File: src/rtl/leb128_decoder.sv
// WebAssembly LEB128 immediate decoder (u32/s32/u64/s64) fed byte-by-byte over valid/ready.
// Produces a 64-bit sign/zero-extended value with its byte length, or flags a malformed encoding.
module leb128_decoder (
  input  logic        clk,
  input  logic        reset,
  input  logic        start,
  input  logic        is_signed,
  input  logic        is_64,
  input  logic        byte_valid,
  input  logic [7:0]  byte_data,
  output logic        byte_ready,
  output logic [63:0] result,
  output logic [3:0]  len,
  output logic        result_valid,
  input  logic        result_ready,
  output logic        error,
  output logic        busy
);

  typedef enum logic [1:0] {StIdle, StAccum, StDone, StError} state_t;

  state_t      state;
  logic [63:0] acc;
  logic [3:0]  count;
  logic        sgn;
  logic        w64;

  logic [3:0]  cnt1;
  logic [6:0]  shift;
  logic [6:0]  fill_shift;
  logic [63:0] merged;
  logic [63:0] fill_val;
  logic [63:0] final_val;
  logic        is_last;
  logic        final_ok;

  always_comb begin
    cnt1       = count + 4'd1;
    shift      = {3'b000, count} * 7'd7;
    fill_shift = {3'b000, cnt1} * 7'd7;
    // Shift in 64 bits so payload bits past bit 63 fall off instead of wrapping.
    merged     = acc | ({57'd0, byte_data[6:0]} << shift);
    is_last    = (cnt1 == (w64 ? 4'd10 : 4'd5));

    unique case ({sgn, w64})
      2'b00:   final_ok = (byte_data[6:4] == 3'b000);
      2'b10:   final_ok = (byte_data[6:3] == 4'b0000) || (byte_data[6:3] == 4'b1111);
      2'b01:   final_ok = (byte_data[6:1] == 6'd0);
      default: final_ok = (byte_data[6:0] == 7'h00) || (byte_data[6:0] == 7'h7f);
    endcase

    fill_val = merged;
    if (sgn && byte_data[6] && (fill_shift < 7'd64)) begin
      fill_val = merged | (~64'd0 << fill_shift);
    end

    final_val = fill_val;
    if (!w64) begin
      final_val[63:32] = {32{sgn & fill_val[31]}};
    end
  end

  always_ff @(posedge clk or posedge reset) begin
    if (reset) begin
      state        <= StIdle;
      acc          <= 64'd0;
      count        <= 4'd0;
      sgn          <= 1'b0;
      w64          <= 1'b0;
      result       <= 64'd0;
      len          <= 4'd0;
      byte_ready   <= 1'b0;
      result_valid <= 1'b0;
      error        <= 1'b0;
      busy         <= 1'b0;
    end else begin
      unique case (state)
        StIdle, StError: begin
          if (start) begin
            state      <= StAccum;
            sgn        <= is_signed;
            w64        <= is_64;
            acc        <= 64'd0;
            count      <= 4'd0;
            error      <= 1'b0;
            busy       <= 1'b1;
            byte_ready <= 1'b1;
          end
        end
        StAccum: begin
          if (byte_valid) begin
            acc   <= merged;
            count <= cnt1;
            // Continuation on the last allowed byte, or a bad final byte, is malformed.
            if (is_last && (byte_data[7] || !final_ok)) begin
              state      <= StError;
              error      <= 1'b1;
              len        <= cnt1;
              byte_ready <= 1'b0;
            end else if (!byte_data[7]) begin
              state        <= StDone;
              result       <= final_val;
              len          <= cnt1;
              result_valid <= 1'b1;
              byte_ready   <= 1'b0;
            end
          end
        end
        StDone: begin
          if (result_ready) begin
            state        <= StIdle;
            result_valid <= 1'b0;
            busy         <= 1'b0;
          end
        end
        default: state <= StIdle;
      endcase
    end
  end

endmodule

File: config.mk
export PLATFORM = sky130hd
export DESIGN_NAME = leb128_decoder
export DESIGN_NICKNAME = d
export VERILOG_FILES = /design/src/rtl/leb128_decoder.sv
export SDC_FILE = /design/constraint.sdc
export NUM_CORES = 1
export LEC_CHECK = 0
export BUFFER_PORTS_ARGS = -buffer_cell sky130_fd_sc_hd__clkbuf_2
export CORE_UTILIZATION = 55
export DETAILED_ROUTE_END_ITERATION = 12
export PLACE_DENSITY_LB_ADDON = 0.2
export SYNTH_ARGS = -nofsm -noshare
export SYNTH_HDL_FRONTEND = slang
export SYNTH_SLANG_ARGS = --single-unit
File: constraint.sdc
create_clock -name clk -period 4.9 [get_ports clk]
set_input_delay 0.245 -clock clk [delete_from_list [all_inputs] [get_ports clk]]
set_output_delay 0.245 -clock clk [all_outputs]
set_load 0.1 [all_outputs]
==> results.json, run 1 <==
{
  "status": "complete, but fails checks",
  "violations": "negative hold slack",
  "synth_seq_cells": 144,
  "routed_wl_um": 22400,
  "row_count": 41,
  "crit_path_start_kind": "register",
  "startpoint": "count[1]$_DFFE_PP0P_",
  "final_common_cell": "dfrtp_1",
  "grt_setup_unrepaired": "no",
  "yosysWarnings": 0,
  "layout_setup_ws_ps": 406,
  "first_pass_iters": 5,
  "finalSetupViolations": 0,
  "synth_cells": 712,
  "crit_path_max_fanout": 14,
  "yosys.area.top_type": "dfrtp_1",
  "initial_utilization_pct": 56.4,
  "clockBufferDepth": 2,
  "yosysSeqAreaShare_pct": 50.6,
  "gp_congestion": 0.933,
  "critical_path_buf_inv_count": 0,
  "final_nets": 793,
  "synth_ff_type": "dfrtp_1",
  "fmax_ghz": 0.222,
  "final.setup_skew_ps": 8.41,
  "cts_buffers": 17,
  "dr_total_vias": 6216,
  "finalSetupTns_ps": 0,
  "cts.sink_count": 144,
  "hp-class": "in2async",
  "worst_pin_slew_ps": 1300,
  "grt_usage_pct": 35.3,
  "r2r_start": "count[1]$_DFFE_PP0P_",
  "grt_pass1_vias": 5884,
  "endpoint_kind": "register",
  "clkTransAtPathRegs_ps": 60,
  "max-cap-violations": 0,
  "hold_viol": 15,
  "htree_num_levels": 4,
  "routed_via_density": 6.54,
  "ios": 87,
  "drc_errors": 0,
  "crit_chain": "ha_1, xor2_1, xor2_1, xnor2_1, ha_1, fa_1, xnor2_1, o211ai_1, o311ai_0, a221o_1",
  "synth_area_sq_mm": 0.00712,
  "ctsHoldBuffers": 0,
  "core_sq_mm": 0.0126,
  "cts_root_buf": "clkbuf_16",
  "finalCriticalPeriod_ps": 4490,
  "wl_per_cell_um": 23.6,
  "max_stage_delay_ps": 650,
  "required_ps": 5270,
  "synth.avg_cell_area_sq_um": 10.0,
  "cp_data_arrival_time_ps": 4860,
  "hpwlAfterDp_um": 15300,
  "yosys-top-cells-area": "dfrtp_1, a21oi_1, nor2_1",
  "relSlewSlack_pct": 13.0,
  "finalCritPeriodShare_pct": 91.7,
  "critical-path-top-delay-family": "compound AO/OA/AOI/OAI gates",
  "drt_iter0_drc": 686,
  "synth_top_area_share_pct": 50.6,
  "synth-edff-count": 0,
  "crit_slowest_cell": "dfrtp_1",
  "grt.overflow.total": 0,
  "syn_to_final_growth_pct": 15.4,
  "crit_type": "reg2reg",
  "grt_pass1_wl_um": 34200,
  "ys_types": 69,
  "maxSlewViolCount": 0,
  "grt_start_max_net_pins": 101,
  "antenna_found_initial": 1,
  "whs_ps": -26.4,
  "drive_gt1_share_pct": 20.9,
  "ant_nets": 0,
  "diodes": 0,
  "post-place-ws_ps": 565,
  "port_buffers": 86,
  "postCtsSetupBuffers": 0,
  "cts_tree": "done",
  "layout_common_cells": "dfrtp_1, a21oi_1, clkbuf_2",
  "async_flop_share_pct": 100,
  "synth_nets": 738,
  "dieHeight_um": 116,
  "clk_latency_ps": 440,
  "post_cts_resized": 0,
  "die_area_sq_mm": 0.0134,
  "fp.dieW_um": 116
}
-- worst reg2reg max path, stage by stage (launching register included) --
cell and delay, ps:
dfrtp_1 650, ha_1 290, xor2_1 380, xor2_1 280, xnor2_1 110, ha_1 250, fa_1 510, xnor2_1 520
o211ai_1 590, o311ai_0 630, a221o_1 210
-- through the flow --
stage | hold slack, ps | instance area, sq um | util [%] | std cells
after global routing | 46.0 | 8210 | 65.1 | 951
after CTS | 31.7 | 8210 | 65.1 | 951
after global placement | 471 | 7570 | 60.0 | 920
after floorplan | 349 | 7120 | - | 712
after detailed placement | 479 | 7570 | 60.0 | 920
final | -26.4 | 8210 | 65.1 | 951
-- cell type report --
| type | instances | area, sq um |
|---|---|---|
| Clock inverter | 13 | 211 |
| Inverter | 14 | 57.6 |
| Tap cell | 172 | 215 |
| Multi-Input combinational cell | 489 | 3150 |
| Clock buffer | 18 | 429 |
| Fill cell | 1054 | 4410 |
| Sequential cell | 144 | 3600 |
| Timing Repair Buffer | 101 | 543 |
-- synthesized netlist by cell type, types with 2 or more instances --
library cell  count
nor3_1            4
a21o_1            9
o31a_1            2
buf_6             5
o311ai_1          3
xor2_1            3
nor2_1           78
nor2b_1          10
a221o_1          22
o21ai_1          25
ha_1             10
a21oi_2           3
o211ai_1         13
a22o_1           27
o21a_1            7
clkbuf_1         35
nor3_2            2
dfrtp_1         144
o311ai_0          3
a2111oi_0         3
o31ai_1           2
a21bo_2           3
buf_4             6
a221oi_1         19
and2_1            9
mux2i_1           3
o22ai_2           3
o21ai_0          22
buf_1             2
inv_1            12
nand3_1          14
xnor2_1           3
nand2b_1          4
nand2_1          39
mux2_2            4
a31oi_1          17
a21oi_1          89
buf_2            17
a2111o_1          6
-- state kept, by name (all words and copies together), names as in the netlist --
register	flops
w64	1
byte_ready	1
state	2
acc	64
result	64
result_valid	1
count	4
sgn	1
busy	1
len	4
error	1
-- logic make-up after synthesis --
kind of cell | count (synthesis) | synth area share [%]
and+or+nand+nor | 173 | 11.3
buffers and inverters | 79 | 5.31
DFF | 144 | 50.6
adders and majority gates | 11 | 2.04
muxes | 8 | 1.27
xor gates and xnor gates | 7 | 0.967
AOI/OAI and AO/OA | 290 | 28.5
-- per-layer routing --
metal	vias to the layer above	GRT usage, %	wire length, um
met3	67	10.7	2150
met4	2	14.7	800
met1	3046	48.3	9760
met2	361	52.3	9710
met5	-	0	14
li1	2740	-	-
-- path summary, 6_finish.rpt --
kind                            slack (ps)  depth (start not counted)                       end
min in group clk                        30                          2  result_valid$_DFFE_PP0P_
worst min-delay path                   -30                          2          busy$_DFFE_PP0P_
worst min register to register         490                          2         error$_DFFE_PP0P_
worst max-delay path                   410                         10    result[33]$_DFFE_PP0P_
worst max register to register         410                         10    result[33]$_DFFE_PP0P_
max in group asynchronous             3760                          3        acc[0]$_DFFE_PP0P_
Power of run 1 is not shown: default switching activity piles up to over one toggle a cycle in this logic, so the estimate is an artifact.
==> inputs of run 2 (changes only) <==
ABC_AREA = 1   (was not set)
==> results.json, run 2 <==
{
  "crit_type": "reg2reg",
  "synth_top_area_share_pct": 47.7,
  "diodes": 0,
  "grt_pass1_vias": 6673,
  "hpwlAfterDp_um": 14600,
  "relSlewSlack_pct": 30.7,
  "ios": 87,
  "final.setup_skew_ps": 6.21,
  "r2r_start": "count[1]$_DFFE_PP0P_",
  "synth_cells": 1010,
  "synth_common_cells": "nand2_1, dfrtp_1, a21oi_1",
  "clkTransAtPathRegs_ps": 60,
  "grt_pass1_wl_um": 35600,
  "first_pass_iters": 5,
  "drt_iter0_drc": 751,
  "grt.overflow.total": 0,
  "reg2reg_slack_ps": 750,
  "post_cts_resized": 0,
  "drive_gt1_share_pct": 14.0,
  "ys_types": 36,
  "r2r_cells": 18,
  "layout_common_cells": "nand2_1, dfrtp_1, a21oi_1",
  "reg_top3": "acc (64), result (64)",
  "syn_to_final_growth_pct": 13.4,
  "crit_path_start_kind": "register",
  "cts_root_buf": "clkbuf_16",
  "max-cap-violations": 0,
  "worst_pin_slew_ps": 1040,
  "yosys-top-cells-area": "dfrtp_1, nand2_1, a21oi_1",
  "grt_usage_pct": 32.8,
  "cts_buffers": 17,
  "synth_seq_cells": 144,
  "final_common_cell": "nand2_1",
  "cp_data_arrival_time_ps": 4520,
  "fmax_ghz": 0.241,
  "synth_area_sq_mm": 0.00755,
  "hp-class": "in2async",
  "grt_start_max_net_pins": 110,
  "row_count": 42,
  "synth_ff_type": "dfrtp_1",
  "finalSetupTns_ps": 0,
  "crit_path_max_fanout": 33,
  "postCtsSetupBuffers": 0,
  "r2r-end": "result[26]$_DFFE_PP0P_",
  "initial_utilization_pct": 56.8,
  "ant_nets": 0,
  "core_sq_mm": 0.0133,
  "dr_total_vias": 7084,
  "routed_wl_um": 21700,
  "grtUsageMet2_pct": 49.9,
  "hold_viol": 0,
  "finalCriticalPeriod_ps": 4150,
  "fp.dieW_um": 119,
  "synth-edff-count": 0,
  "port_buffers": 86,
  "cts.sink_count": 144,
  "final_cell_area_sq_mm": 0.00856,
  "synth.avg_cell_area_sq_um": 7.47,
  "async_flop_share_pct": 100,
  "ctsHoldBuffers": 0,
  "synth_nets": 1036,
  "yosys.area.top_type": "dfrtp_1",
  "clockBufferDepth": 2,
  "routed_via_density": 5.64,
  "endpoint_kind": "register",
  "required_ps": 5260,
  "top_usage_layer": "met2",
  "maxSlewViolCount": 0,
  "met1_usage_pct": 45.2,
  "synth.most_common_cell": "nand2_1",
  "met3_usage_pct": 6.47,
  "gp_congestion": 0.945,
  "instances_no_fill": 1256,
  "antenna_found_initial": 0,
  "htree_num_levels": 4,
  "die_area_sq_mm": 0.0142,
  "cts_tree": "done",
  "wl_per_cell_um": 17.3,
  "yosysSeqAreaShare_pct": 47.7,
  "final_nets": 1093,
  "drc_errors": 0,
  "yosysWarnings": 0,
  "clk_latency_ps": 430,
  "dieHeight_um": 119,
  "postPlaceCellArea_sq_mm": 0.00796,
  "finalSetupViolations": 0,
  "finalCritPeriodShare_pct": 84.7,
  "nFillCells": 1197,
  "status": "completed",
  "placed_cells": 1224,
  "grt_setup_unrepaired": "no"
}
==> run 2: metal layers <==
| metal | wire (um) | part of all wire (%) | vias to the layer above |
|---|---|---|---|
| li1 | - | - | 3347 |
| met1 | 9510 | 44 | 3372 |
| met2 | 9930 | 46 | 308 |
| met3 | 1550 | 7.1 | 57 |
| met4 | 741 | 3.4 | 0 |
| met5 | 0 | 0 | - |
==> run 2: metrics by stage <==
step / hold WS, ps / worst slack (ps) / util (%)
3_3_place_gp: 458 / 885 / 59.8
6_report: 54.8 / 747 / 64.4
5_1_grt: 72.1 / 466 / 64.4
2_1_floorplan: 404 / 789 / -
4_1_cts: 55.5 / 826 / 64.4
3_5_place_dp: 464 / 864 / 59.8
==> run 2: worst max path at each step <==
stage               cells past startpoint                     end  slack [ps]                  from
CTS                                    18  result[52]$_DFFE_PP0P_         830  count[1]$_DFFE_PP0P_
finish                                 18  result[26]$_DFFE_PP0P_         750  count[1]$_DFFE_PP0P_
global placement                       18   result[2]$_DFFE_PP0P_         890  count[1]$_DFFE_PP0P_
detailed placement                     18  result[59]$_DFFE_PP0P_         860  count[1]$_DFFE_PP0P_
floorplan                               1      acc[0]$_DFFE_PP0P_         790                 reset
global route                           18  result[55]$_DFFE_PP0P_         470  count[1]$_DFFE_PP0P_
==> run 2: area by class of cell <==
type	count	area, sq um	share of cell area (%)
multi-input cells	746	3390	39.6
repair buffers	94	490	5.73
clock buffers	19	443	5.17
inverters	64	250	2.92
flip-flops and latches	144	3600	42.1
clock inverters	13	164	1.91
well taps	176	220	2.57
==> run 2: critical path, cell delays in order (launching register included) <==
cell,delay [ps]
dfrtp_1,710
ha_1,360
nand2_2,130
nand2_8,140
xor2_1,220
xor2_1,100
ha_1,250
fa_1,460
a21oi_1,170
nand2_2,90
nand2_4,250
nand2_4,90
inv_4,160
nand2_4,240
inv_1,300
nand2_1,160
nand2_1,110
nand2_1,60
nand2_1,80
==> run 2: cell families (layout without fill, tap and decap cells) <==
kind of cell / count (synthesis) / count (layout) / share of synthesized area [%]
and+or+nand+nor: 549 / 549 / 29.8
xor gates and xnor gates: 3 / 3 / 0.348
AOI/OAI and AO/OA: 183 / 183 / 12.9
adders and majority gates: 11 / 11 / 1.92
buffers and inverters: 120 / 190 / 7.34
DFF: 144 / 144 / 47.7
Power of run 2 is left out for the same reason.
==> inputs of run 3 (changes only) <==
clock period = 4.15 ns   (was 4.9 ns; I/O delays follow)
==> results.json, run 3 (synthesized netlist as in run 2, its figures left out) <==
{
  "status": "complete, but fails checks",
  "violations": "negative hold slack",
  "antenna_found_initial": 0,
  "clockBufferDepth": 2,
  "hp-class": "in2async",
  "clkTransAtPathRegs_ps": 60,
  "crit_path_start_kind": "register",
  "relSlewSlack_pct": 31.7,
  "fp.dieW_um": 119,
  "syn_to_final_growth_pct": 13.8,
  "final_common_cell": "nand2_1",
  "dieHeight_um": 119,
  "cts_buffers": 17,
  "ctsHoldBuffers": 0,
  "drc_errors": 0,
  "crit_type": "reg2reg",
  "grt_pass1_wl_um": 35400,
  "die_area_sq_mm": 0.0142,
  "htree_num_levels": 4,
  "nFillCells": 1187,
  "cts_root_buf": "clkbuf_16",
  "whs_ps": -15.0,
  "fmax_ghz": 0.265,
  "final.setup_skew_ps": 7.42,
  "gp_congestion": 1.00,
  "hpwlAfterDp_um": 15100,
  "clk_latency_ps": 430,
  "ios": 87,
  "cp_data_arrival_time_ps": 4140,
  "post_cts_resized": 0,
  "routed_wl_um": 22100,
  "drive_gt1_share_pct": 14.4,
  "layout_common_cells": "nand2_1, dfrtp_1, a21oi_1",
  "cts_tree": "done",
  "grt.overflow.total": 0,
  "grt_usage_pct": 32.6,
  "required_ps": 4510,
  "grt_pass1_vias": 6620,
  "crit_path_max_fanout": 33,
  "finalCritPeriodShare_pct": 91.0,
  "grt_setup_unrepaired": "no",
  "first_pass_iters": 8,
  "max-cap-violations": 0,
  "grt_start_max_net_pins": 101,
  "ant_nets": 0,
  "drt_iter0_drc": 707,
  "reg2reg_slack_ps": 370,
  "hold_viol": 16,
  "diodes": 0,
  "maxSlewViolCount": 0,
  "postPlaceCellArea_sq_mm": 0.00799,
  "initial_utilization_pct": 56.8,
  "finalCriticalPeriod_ps": 3780,
  "finalSetupViolations": 0,
  "final_util_pct": 64.6,
  "worst_pin_slew_ps": 1030,
  "endpoint_kind": "register",
  "core_sq_mm": 0.0133,
  "reg_top3": "acc (64), result (64)",
  "routed_via_density": 5.70,
  "cts.sink_count": 144,
  "final_nets": 1098,
  "postCtsSetupBuffers": 0,
  "final_cell_area_sq_mm": 0.00859,
  "dr_total_vias": 7181,
  "finalSetupTns_ps": 0,
  "row_count": 42,
  "port_buffers": 86,
  "wl_per_cell_um": 17.6
}
[run 3: per-stage QoR]
step	cells	setup slack, ps
3_5_place_dp	1229	426
3_3_place_gp	1229	566
4_1_cts	1260	394
5_1_grt	1260	88.7
6_report	1260	374
2_1_floorplan	1010	76.2
[run 3: per-layer routing]
metal	vias up	global-route usage (%)	share of wire [%]	wire, um
met3	91	6.66	8.2	1820
met5	-	0	0	0
met4	0	18.7	5.4	1200
met1	3346	45.3	42	9320
li1	3367	-	-	-
met2	377	47.4	44	9790
[run 3: layout make-up]
class | instances | area, sq um | share of cell area, %
clock buffers | 22 | 494 | 5.75
flip-flops and latches | 144 | 3600 | 41.9
multi-input cells | 746 | 3390 | 39.5
inverters | 64 | 250 | 2.91
repair buffers | 99 | 528 | 6.14
clock inverters | 9 | 106 | 1.24
well taps | 176 | 220 | 2.56
[run 3: final timing paths]
check,startpoint,to,depth (start not counted)
worst min-delay path,reset,result[45]$_DFFE_PP0P_,2
min in group clk,is_64,w64$_DFFE_PP0P_,3
worst min register to register,result[27]$_DFFE_PP0P_,result[27]$_DFFE_PP0P_,2
max in group asynchronous,reset,result[55]$_DFFE_PP0P_,3
worst max register to register,count[0]$_DFFE_PP0P_,result[37]$_DFFE_PP0P_,18
worst max-delay path,count[0]$_DFFE_PP0P_,result[37]$_DFFE_PP0P_,18
[run 3: critical path: stages, from the launching register on]
cell and delay, ps:
dfrtp_1 600, ha_1 330, nand2_2 130, nand2_8 140
xor2_1 210, xor2_1 100, ha_1 250, fa_1 470
a21oi_1 180, nand2_2 90, nand2_4 80, nand2_4 50
inv_4 160, nand2_4 240, nand2_4 150, nand2_4 200
nand2_1 160, nand2_1 60, nand2_1 100
Power of run 3 is left out for the same reason.
